$ cat src/rtl/sin_approx_pkg.sv
// Shared constants, widths and types for the polynomial sine generator.
// Coefficients are Q2.14 minimax terms of an odd 5th-order sine fit.
package sin_approx_pkg;

  localparam int PHASE_W = 16;
  localparam int OUT_W   = 16;
  localparam int FRAC    = 14;
  localparam int PROD_W  = 40;

  localparam logic signed [15:0] C1 = 16'sd25733;
  localparam logic signed [15:0] C3 = -16'sd10539;
  localparam logic signed [15:0] C5 = 16'sd1191;

  typedef logic [PHASE_W-1:0]        phase_t;
  typedef logic signed [OUT_W-1:0]   sample_t;

  // Round half-up, then drop FRAC fractional bits.
  function automatic logic signed [PROD_W-1:0] rnd_frac(input logic signed [PROD_W-1:0] p);
    return (p + (PROD_W'(1) <<< (FRAC - 1))) >>> FRAC;
  endfunction

endpackage

$ cat src/rtl/sin_poly_eval.sv
// Combinational Horner evaluation of the odd sine polynomial on a folded
// first-quadrant phase; returns the saturated Q1.15 magnitude.
module sin_poly_eval
  import sin_approx_pkg::*;
(
  input  logic [14:0] u_i,
  output logic [15:0] mag_o
);

  localparam logic signed [PROD_W-1:0] C1_X = PROD_W'(C1);
  localparam logic signed [PROD_W-1:0] C3_X = PROD_W'(C3);
  localparam logic signed [PROD_W-1:0] C5_X = PROD_W'(C5);
  localparam logic signed [PROD_W-1:0] MAX_MAG = PROD_W'(32767);

  logic signed [PROD_W-1:0] u_s;
  logic signed [PROD_W-1:0] u2;
  logic signed [PROD_W-1:0] t1;
  logic signed [PROD_W-1:0] t2;
  logic signed [PROD_W-1:0] y;
  logic signed [PROD_W-1:0] y_q15;

  always_comb begin
    u_s   = $signed({{(PROD_W-15){1'b0}}, u_i});
    u2    = rnd_frac(u_s * u_s);
    t1    = rnd_frac(C5_X * u2) + C3_X;
    t2    = rnd_frac(t1 * u2) + C1_X;
    y     = rnd_frac(t2 * u_s);
    y_q15 = y <<< 1;
    // Peak of the fit slightly overshoots 1.0, so clamp to the Q1.15 range.
    if (y_q15 > MAX_MAG) begin
      mag_o = 16'd32767;
    end else if (y_q15 < 0) begin
      mag_o = 16'd0;
    end else begin
      mag_o = y_q15[15:0];
    end
  end

endmodule

$ cat src/rtl/polynomial_sin_approximation.sv
// Two-stage sine pipeline: stage 1 folds the phase into the first quadrant,
// stage 2 evaluates the polynomial and restores the sign.
module polynomial_sin_approximation
  import sin_approx_pkg::*;
(
  input  logic    clock,
  input  logic    reset_n,
  input  logic    in_valid,
  input  phase_t  x,
  output logic    out_valid,
  output sample_t sin_x
);

  logic [14:0] u_d, u_q;
  logic        neg_d, neg_q;
  logic        vld_q;
  sample_t     sin_d, sin_q;
  logic        out_vld_q;
  logic [15:0] mag;

  // Quadrants 1 and 3 run backwards, so mirror the fraction about pi/2.
  always_comb begin
    neg_d = x[15];
    if (x[14]) begin
      u_d = 15'd16384 - {1'b0, x[13:0]};
    end else begin
      u_d = {1'b0, x[13:0]};
    end
  end

  always_ff @(posedge clock or negedge reset_n) begin
    if (!reset_n) begin
      u_q   <= '0;
      neg_q <= 1'b0;
      vld_q <= 1'b0;
    end else begin
      vld_q <= in_valid;
      if (in_valid) begin
        u_q   <= u_d;
        neg_q <= neg_d;
      end
    end
  end

  sin_poly_eval u_poly (
    .u_i   (u_q),
    .mag_o (mag)
  );

  always_comb begin
    sin_d = neg_q ? -$signed(mag) : $signed(mag);
  end

  always_ff @(posedge clock or negedge reset_n) begin
    if (!reset_n) begin
      sin_q     <= '0;
      out_vld_q <= 1'b0;
    end else begin
      out_vld_q <= vld_q;
      if (vld_q) begin
        sin_q <= sin_d;
      end
    end
  end

  assign sin_x     = sin_q;
  assign out_valid = out_vld_q;

endmodule

$ cat config.mk
export PLATFORM = sky130hd
export DESIGN_NAME = polynomial_sin_approximation
export DESIGN_NICKNAME = d
export VERILOG_FILES = /design/src/rtl/sin_approx_pkg.sv /design/src/rtl/sin_poly_eval.sv /design/src/rtl/polynomial_sin_approximation.sv
export SDC_FILE = /design/constraint.sdc
export NUM_CORES = 2
export LEC_CHECK = 0
export CORE_MARGIN = 3
export CORE_UTILIZATION = 46
export CTS_BUF_LIST = sky130_fd_sc_hd__clkbuf_8
export CTS_CLUSTER_DIAMETER = 80
export DETAILED_ROUTE_END_ITERATION = 6
export PLACE_DENSITY = 0.6
export SLEW_MARGIN = 20
export SYNTH_ARGS = -nofsm -noshare
export SYNTH_HDL_FRONTEND = slang
export SYNTH_SLANG_ARGS = --single-unit
$ cat constraint.sdc
create_clock -name clock -period 68.6 [get_ports clock]
set_clock_uncertainty 0.15 [all_clocks]
set_input_delay 13.72 -clock clock [delete_from_list [all_inputs] [get_ports clock]]
set_output_delay 13.72 -clock clock [all_outputs]
set_load 0.005 [all_outputs]
==> impl_results.md <==
* Status: complete, no violations
* Finished Layout Cells at 5,970
* Seq cells post-synth at 34
* Library cells used by synthesis at 108
* Register area share after synthesis at 2.02%
* Top-area cell type share of the netlist area at 45.4%
* Mux cell area share after synthesis at less than 1%
* CTS root buf: clkbuf_8
* Postcts setup bufs at 0
* Top post-synthesis cells by area: fa_1 45%, ha_1 13%, inv_1 11%
* Xor/xnor share of the synthesized area at 3.69%
* Fraction of layout cells with a size suffix above 1 at 3.57%
* Hold_buf cts at 0
* DR vias/cell at 5.28
* Worst reg2reg path startpoint: u_q[14]
* Fmax at between 0.03 and 0.04 GHz
* Slew Viols, Final at 0
* Adder-cell share of the synthesized area at 58.8%
* Starting Density at 46.6%
* Number of flops mapped to enable cells by yosys at 0
* Routed Antenna Nets at 0
* DP Wirelength at about 94,000 um
* Crit share post-route at 46.7%
* Most frequent cells in the layout: 1,277 x inv_1, 955 x fa_1, 512 x nand2_1, 454 x ha_1, 360 x nor2_1
* TritonRoute pass-1 iters at 5
* CP arrival at approximately 32 ns
* Worst skew pair latency at approximately 0.32 ns
* Leading cell type in the layout, fill and taps excluded: inv_1
* Largest net degree at the start of global routing at 45
* Cell Area, Synth at roughly 42,000 um^2
* Die boundary height at around 310 um
* DIE AREA at 95,300 um^2
* Yosys warning total at 0
* Total wire length at 114,000 um
* CTS sink cnt at 34
* Max_cap viols at 0
* Setup CP Type: flip-flop to flip-flop
* Vias in the first global route at 33,748
* Final Hold Vio Count at 0
* DR DRC count at 0
* TritonCTS clock tree: yes
* All-Layer GR Usage at between 20% and 30%
* Buffers added on ports at 35
* Max_slew headroom at 25.1%
* Crit Path Max Fanout at 28
* Slowest-stage cell, CP: clkinv_1
* Async set-reset flop share out of synthesis at 100%
* Core area at approximately 90,000 um^2
* Fin Setup TNS at 0 ns
* Most common cell on crit path: fa_1
* Worst hold-check path type: flip-flop to flip-flop
* Yosys top cell by area: fa_1
* H-tree levels at 2
* Post-Synthesis Net Count at 6,281
* Complex-gate fraction of the synthesized area at 7.17%
* Crit path required time at ~69 ns
* Post-synth top flop: dfrtp_1
* 1st-iter DRT viols at 1,968
* Mapped Cells at 4,853
* Slew at the pin closest to its max-slew limit at 1.11 ns
* Simple-Gate Fraction of Synth Area at 14.7%
* Total CTS buffers at 5
* Clock transition at the registers of the reported paths at 0.08 ns
* Routability cong. at a little over 0.9
* Via count at roughly 32,000
* WL/cell at 19.2 um
* Crit start category: flip-flop
* Final nets at 6,220
* Die Width at about 310 um
* Setup violators final at 0
* Largest family of logic cells by synthesized area: adder cells
* Hold_sp: sin_x[4]
* Origin of the worst setup path: u_q[14]
* GR Overflow Total at 0
* Crit end category: flip-flop
* RSZ-0062 raised after global routing: false
* Placed insts at 5,961
* Initial antenna violation count at 1
* # IOs at 36
* Largest stage delay, worst path at 1.09 ns
* First-pass GRT wire length at 187,000 um
* Syn avg cell area at 8.68 um^2
* CTS max path bufs at 2
* Row count at 110
* Area grow syn2layout at 4.50%
* Cts repair resizes at 0
* Tmin final at between 30 and 40 ns
==> cell usage after synthesis, types with 20 or more instances <==
master       n
a21o_1      53
a21oi_1    112
a31oi_1     24
and2_1     198
and3_1      27
clkbuf_1   156
dfrtp_1     34
fa_1       955
ha_1       454
inv_1     1277
nand2_1    512
nand2b_1    24
nand3_1     46
nand4_1     24
nor2_1     361
nor2b_1     25
nor3_1      42
o21ai_0     54
or3_1       20
xnor2_1     96
xor2_1      69
==> logic make-up after synthesis <==
kind of cell,Yosys count
buffers and inverters,1464
DFF,34
adders and majority gates,1409
AOI/OAI and AO/OA,420
and+or+nand+nor,1338
muxes,18
xor gates and xnor gates,170
==> worst paths after layout <==
path | slack [ns] | endpoint | depth (start not counted)
hold / removal | 0.34 | sin_x[4] | 1
setup reg to reg | 36.53 | sin_x[7] | 99
max in group asynchronous | 54.29 | u_q[13] | 1
hold reg to reg | 0.34 | sin_x[4] | 1
min in group asynchronous | 13.38 | u_q[5] | 1
setup / recovery | 36.53 | sin_x[7] | 99
==> registers in the layout, indices dropped and copies added (netlist names) <==
name / count
neg_q: 1
vld_q: 1
u_q: 15
sin_x: 16
out_valid: 1
==> metal layers <==
| layer | track usage (%) | wire (um) | up-vias |
|---|---|---|---|
| li1 | - | - | 14398 |
| met1 | 34.1 | 48300 | 15979 |
| met2 | 43.1 | 55000 | 949 |
| met3 | 2.21 | 6840 | 175 |
| met4 | 8.03 | 4250 | 0 |
| met5 | 0 | 0 | - |
==> cell type report <==
class / count / area [um^2]
fill: 8846 / 46400
multi-input combinational: 3355 / 35900
inverter: 1291 / 4850
tap: 1176 / 1470
timing repair buffer: 105 / 871
sequential: 34 / 852
clock buffer: 5 / 68.8
clock inverter: 3 / 40.0
antenna: 1 / 2.50
==> critical path, delay by kind of cell, from the launching register on <==
| kind | cells | cell delay [ns] |
|---|---|---|
| simple gates | 23 | 6.36 |
| mux | 1 | 0.43 |
| xor+xnor | 2 | 1.09 |
| flops | 1 | 1.07 |
| buf+inv | 18 | 3.18 |
| compound gates | 25 | 6.29 |
| fa+ha+maj | 30 | 13.34 |
==> through the flow <==
step | area, um^2 | setup slack (ns) | utilization [%] | hold slack (ns)
finish | 44000 | 36.53 | 48.7 | 0.344
global route | 44000 | 34.74 | 48.7 | 0.366
CTS | 44000 | 36.68 | 48.7 | 0.353
detailed placement | 43900 | 36.82 | 48.6 | 0.334
global placement | 43900 | 37.21 | 48.5 | 0.315
floorplan | 42100 | 41.88 | - | 0.320
Power is left out: the tool's default activity adds up to more than one toggle a clock period on the data nets, which glitch-free logic cannot reach.
